===== src/rtl/rv32i_types.sv =====
// Shared mp3 type package: arbiter state/op encodings and the cache line width.
package rv32i_types;

    localparam int unsigned LINE_WIDTH = 256;

    typedef enum logic [1:0] {
        ARB_IDLE,
        ARB_SERVE_I,
        ARB_SERVE_D
    } arb_state_t;

    typedef enum logic {
        MEM_READ,
        MEM_WRITE
    } mem_op_t;

endpackage


===== src/rtl/cache_arbiter_control.sv =====
// Arbiter FSM: round-robin grant between icache and dcache, one transaction at a time.
module cache_arbiter_control
    import rv32i_types::*;
(
    input  logic       clk,
    input  logic       rst,
    input  logic       i_req,
    input  logic       d_req,
    input  logic       pmem_resp,
    output arb_state_t state,
    output logic       grant_i,
    output logic       grant_d
);

    // Priority only flips on a real conflict; lone grants leave the pointer alone.
    logic last_grant_d;

    always_comb begin
        grant_i = 1'b0;
        grant_d = 1'b0;
        if (state == ARB_IDLE) begin
            if (i_req && d_req) begin
                grant_i = last_grant_d;
                grant_d = !last_grant_d;
            end else begin
                grant_i = i_req;
                grant_d = d_req;
            end
        end
    end

    always_ff @(posedge clk) begin
        if (rst) begin
            state        <= ARB_IDLE;
            last_grant_d <= 1'b0;
        end else begin
            case (state)
                ARB_IDLE: begin
                    if (grant_i) begin
                        state <= ARB_SERVE_I;
                    end else if (grant_d) begin
                        state <= ARB_SERVE_D;
                    end
                    if (i_req && d_req) begin
                        last_grant_d <= grant_d;
                    end
                end
                ARB_SERVE_I, ARB_SERVE_D: begin
                    if (pmem_resp) begin
                        state <= ARB_IDLE;
                    end
                end
                default: state <= ARB_IDLE;
            endcase
        end
    end

endmodule


===== src/rtl/cache_arbiter.sv =====
// Shares the physical memory port between icache and dcache; latches the granted request.
module cache_arbiter
    import rv32i_types::*;
#(
    parameter int unsigned ADDR_WIDTH = 32,
    parameter int unsigned LINE_WIDTH = rv32i_types::LINE_WIDTH
) (
    input  logic                  clk,
    input  logic                  rst,
    input  logic                  i_read,
    input  logic [ADDR_WIDTH-1:0] i_address,
    output logic [LINE_WIDTH-1:0] i_rdata,
    output logic                  i_resp,
    input  logic                  d_read,
    input  logic                  d_write,
    input  logic [ADDR_WIDTH-1:0] d_address,
    input  logic [LINE_WIDTH-1:0] d_wdata,
    output logic [LINE_WIDTH-1:0] d_rdata,
    output logic                  d_resp,
    output logic                  pmem_read,
    output logic                  pmem_write,
    output logic [ADDR_WIDTH-1:0] pmem_address,
    output logic [LINE_WIDTH-1:0] pmem_wdata,
    input  logic [LINE_WIDTH-1:0] pmem_rdata,
    input  logic                  pmem_resp
);

    arb_state_t            state;
    logic                  grant_i;
    logic                  grant_d;
    mem_op_t               op_q;
    logic [ADDR_WIDTH-1:0] addr_q;
    logic [LINE_WIDTH-1:0] wdata_q;

    cache_arbiter_control u_control (
        .clk       (clk),
        .rst       (rst),
        .i_req     (i_read),
        .d_req     (d_read | d_write),
        .pmem_resp (pmem_resp),
        .state     (state),
        .grant_i   (grant_i),
        .grant_d   (grant_d)
    );

    always_ff @(posedge clk) begin
        if (rst) begin
            op_q    <= MEM_READ;
            addr_q  <= '0;
            wdata_q <= '0;
        end else if (grant_i) begin
            op_q   <= MEM_READ;
            addr_q <= i_address;
        end else if (grant_d) begin
            op_q    <= d_write ? MEM_WRITE : MEM_READ;
            addr_q  <= d_address;
            wdata_q <= d_wdata;
        end
    end

    always_comb begin
        pmem_read    = (state != ARB_IDLE) && (op_q == MEM_READ);
        pmem_write   = (state != ARB_IDLE) && (op_q == MEM_WRITE);
        pmem_address = addr_q;
        pmem_wdata   = wdata_q;
        i_rdata      = pmem_rdata;
        d_rdata      = pmem_rdata;
        i_resp       = (state == ARB_SERVE_I) && pmem_resp;
        d_resp       = (state == ARB_SERVE_D) && pmem_resp;
    end

endmodule

===== config.mk =====
export PLATFORM = sky130hd
export DESIGN_NAME = cache_arbiter
export DESIGN_NICKNAME = d
export VERILOG_FILES = /design/src/rtl/rv32i_types.sv /design/src/rtl/cache_arbiter_control.sv /design/src/rtl/cache_arbiter.sv
export SDC_FILE = /design/constraint.sdc
export NUM_CORES = 1
export LEC_CHECK = 0
export CAP_MARGIN = 20
export CORE_AREA = 2 2 536 538
export CTS_CLUSTER_DIAMETER = 150
export CTS_CLUSTER_SIZE = 14
export DETAILED_ROUTE_END_ITERATION = 10
export DIE_AREA = 0 0 538 540
export PLACE_DENSITY = 0.3
export SLEW_MARGIN = 20
export SYNTH_ARGS = -nofsm -noshare
export SYNTH_HDL_FRONTEND = slang
export SYNTH_HIERARCHICAL = 1
export SYNTH_SLANG_ARGS = --single-unit

===== constraint.sdc =====
create_clock -name clk -period 4.3 [get_ports clk]
set_clock_uncertainty 0.05 [all_clocks]
set_input_delay 0.43 -clock clk [delete_from_list [all_inputs] [get_ports clk]]
set_output_delay 0.43 -clock clk [all_outputs]
set_load 0.02 [all_outputs]

==> summary.md <==
| Metric | Value |
|---|---|
| Antenna-violating nets left | 0 |
| GRT Residual Overflow | 0 |
| CP Data Arrival Time | 2.16 ns |
| Kind of critical path | reg2out |
| Fmax | 378.7 MHz |
| Final GP Congestion | 0.8293 |
| CTS max path bufs | 3 |
| Worst path buffer plus inverter count | 1 |
| Pwr dens | 490.1 nW/um^2 |
| Number of antenna violations at the first check in global routing | 74 |
| Critical register-to-register path startpoint | u_control/state[1]$_SDFFE_PP0P_ |
| Nets | 2,444 |
| Syn avg cell area | 8.031 um^2 |
| Reg2reg setup slack | 1.87 ns |
| Post-CTS clock slew at the launch and capture registers of the worst setup and hold paths | 0.08 ns |
| Router iterations before antenna repair | 5 |
| Root cell of the clock tree | clkbuf_16 |
| Worst min-delay path category | in2reg |
| Cell types occupying the most area after synthesis | dfxtp_1, buf_4, nand2_1 |
| Syn nets | 2,380 |
| Cell accounting for the most synthesized area | dfxtp_1 |
| Maxcap violations | 0 |
| Largest fanout on the critical path | 5 |
| Slew headroom | 46.63% |
| Sequential cell area | 5846 um^2 |
| Number of synthesis warnings | 6 |
| Worst Tran Pin Value | 0.7980 ns |
| Average wire per standard cell | 24.92 um |
| Number of flip-flops and latches in the synthesized netlist | 292 |
| Number of instances in the synthesized netlist | 1,797 |
| Post-route insts no fill | 5,632 |
| Drt first-iter violations | 591 |
| Worst r2r path cells | 9 |
| Cts-stage hold buffer count | 0 |
| Critical path capture point type | primary output |
| Hold Path End | pmem_wdata[38]$_SDFFE_PP0P_ |
| End of the worst register-to-register path | pmem_wdata[164]$_SDFFE_PP0P_ |
| DRC violations left | 0 |
| Total wirelength of the detailed-routed design | 140.3 mm |
| Post-CTS repair timing setup buffer count | 0 |
| Final setup violating endpoints | 0 |
| Overall routing resource usage | 9.245% |
| Final-layout fill cell count | 33.34k |
| Placed Cells | 5,594 |
| Data required time at the worst endpoint | 3.82 ns |
| Number of buffers inserted by port buffering | 617 |
| Depth of the CTS H-tree | 1 |
| Most prevalent standard cell on the critical path | nor2_1 |
| Part of the Yosys area used for sequential elements | 40.51% |
| Count of different cell masters after synthesis | 28 |
| Final Hold Violating Endpoints | 0 |
| CP peak stage delay | 0.75 ns |
| Initial standard-cell utilization of the core | 5.073% |
| Later-pin clock latency in the skew report | 0.67 ns |
| CP delay by family, top | buffers and inverters |
| CTS Buf Count | 27 |
| Result of the run | finished clean |
| Final worst path period share | 61.41% |
| Number of pins exceeding their max-slew limit in the final report | 0 |
| Fraction of layout cells with a size suffix above 1 | 5.463% |
| Standard-cell rows | 196 |
| Min-Delay Path Depth | 2 |
| Total Neg Setup Slack | 0 ns |
| Cell breakdown of the critical path | nor2_1, nor2_1, clkdlybuf4s50_1 |
| Final worst path period need | 2.640 ns |
| Number of global-route vias before repair | 12.58k |
| IO Pins | 1,386 |
| Maximum VDD drop | 317.2 uV |
| Min-Delay Startpoint | rst |
| Synthesis-to-finish area growth | 53.12% |
| DR vias | 12.18k |
| TritonCTS clock tree | built |
| Die width | 538 um |
| Startpoint kind of the worst setup timing path | register |
| Post-DR vias/cell | 2.163 |
| Footprint of the multi-input gates | 4228 um^2 |
| Pin count of the biggest net entering global routing | 88 |
| Static Leakage | 6.760 nW |
| Placed wire-length estimate after detailed placement | 122.7 mm |
| Count of instances resized after the clock tree is built | 0 |
| Die ar. | 290,500 um^2 |
| Global-route wire length before repair | 168.1 mm |
| Fraction of post-synthesis cell area in the top cell type by area | 40.51% |
| Core region area | 284,500 um^2 |
| Setup repair after global routing missed its margin | false |
| Critical-path top delay cell | clkdlybuf4s50_1 |
| Clock net sink count | 292 |
| Cell area after synthesis | 14,430 um^2 |
| Die height | 540 um |
## synth_stat cells, drive strengths merged
cell type and n:
and3b 1, nand3 1, xor2 1, or2 1, nand2 515, nor4b 1, nand2b 1, mux2 32
o31ai 1, mux2i 33, nor2b 4, or3 1, o21ai 1, inv 2, a21oi 257, nor3 1
buf 579, nor3b 2, and2 1, nor2 39, ha 1, clkbuf 30, dfxtp 292
## registers in the layout, indices dropped and copies added, names as in the netlist
name,flops
op_q,1
pmem_address,32
pmem_wdata,256
u_control/last_grant_d,1
u_control/state,2
## worst max path at each step
stage                                                from                          end  depth (start not counted)
after floorplan                                   d_write  pmem_wdata[15]$_SDFFE_PP0P_                          9
after global placement                            d_write  pmem_wdata[53]$_SDFFE_PP0P_                          8
after detailed placement                          d_write  pmem_wdata[53]$_SDFFE_PP0P_                          8
after CTS                 u_control/state[0]$_SDFFE_PP0P_                    pmem_read                          3
after global routing      u_control/state[0]$_SDFFE_PP0P_                    pmem_read                          3
final                     u_control/state[0]$_SDFFE_PP0P_                    pmem_read                          3
## final cells by class
cell class / count / area share, %
Timing Repair Buffer: 644 / 29.45
Inverter: 2 / 0.03397
Clock inverter: 7 / 0.5153
Sequential cell: 292 / 26.45
Multi-Input combinational cell: 894 / 19.13
Antenna cell: 3 / 0.03397
Clock buffer: 28 / 3.075
Tap cell: 3762 / 21.30
## routing by layer
layer	wire length (um)	up-vias	GRT usage, %
li1	-	5293	-
met1	39410	5389	7.531
met2	57820	1056	13.75
met3	35800	441	10.41
met4	7278	2	4.135
met5	16	-	0.03331
## cells by family after synthesis
| group | after synthesis | synth area share (%) |
|---|---|---|
| mux | 65 | 4.786 |
| flops | 292 | 40.51 |
| fa+ha+maj | 1 | 0.08669 |
| xor+xnor | 1 | 0.06070 |
| buf+inv | 611 | 30.41 |
| simple gates | 568 | 15.16 |
| compound gates | 259 | 8.999 |
## where the power goes
part,total [mW],leakage [nW],switching [mW],internal [mW]
combinational,4.67,3.97,2.91,1.77
clock,2.61,0.389,1.36,1.26
sequential,3.54,2.41,0.321,3.22
## stage by stage
step	cell area, um^2	power [mW]	util, %	hold WS (ns)	setup slack (ns)
floorplan	14430	6.377	-	0.4279	2.394
global placement	21300	8.474	7.486	0.3925	1.335
detailed placement	21300	8.461	7.486	0.3973	1.286
CTS	22090	11.26	7.765	0.1269	1.442
global route	22090	11.67	7.767	0.1686	1.457
finish	22100	10.83	7.768	0.1722	1.660
## placed cells by master, fill, tap and decap left out, drive strengths merged
master and n:
clkinv 1, clkbuf 28, nor4b 1, nand2 515, a21oi 257, nor2 39
and2 1, nand2b 1, dfxtp 292, bufinv 2, nand3 1, nor2b 4
or3 1, o21ai 1, inv 6, xor2 1, buf 28, and3b 1
clkdlybuf4s50 616, ha 1, nor3 1, mux2i 33, or2 1, diode 3
nor3b 2, mux2 32, o31ai 1
Note: power is estimated with default switching activity, not from simulation.
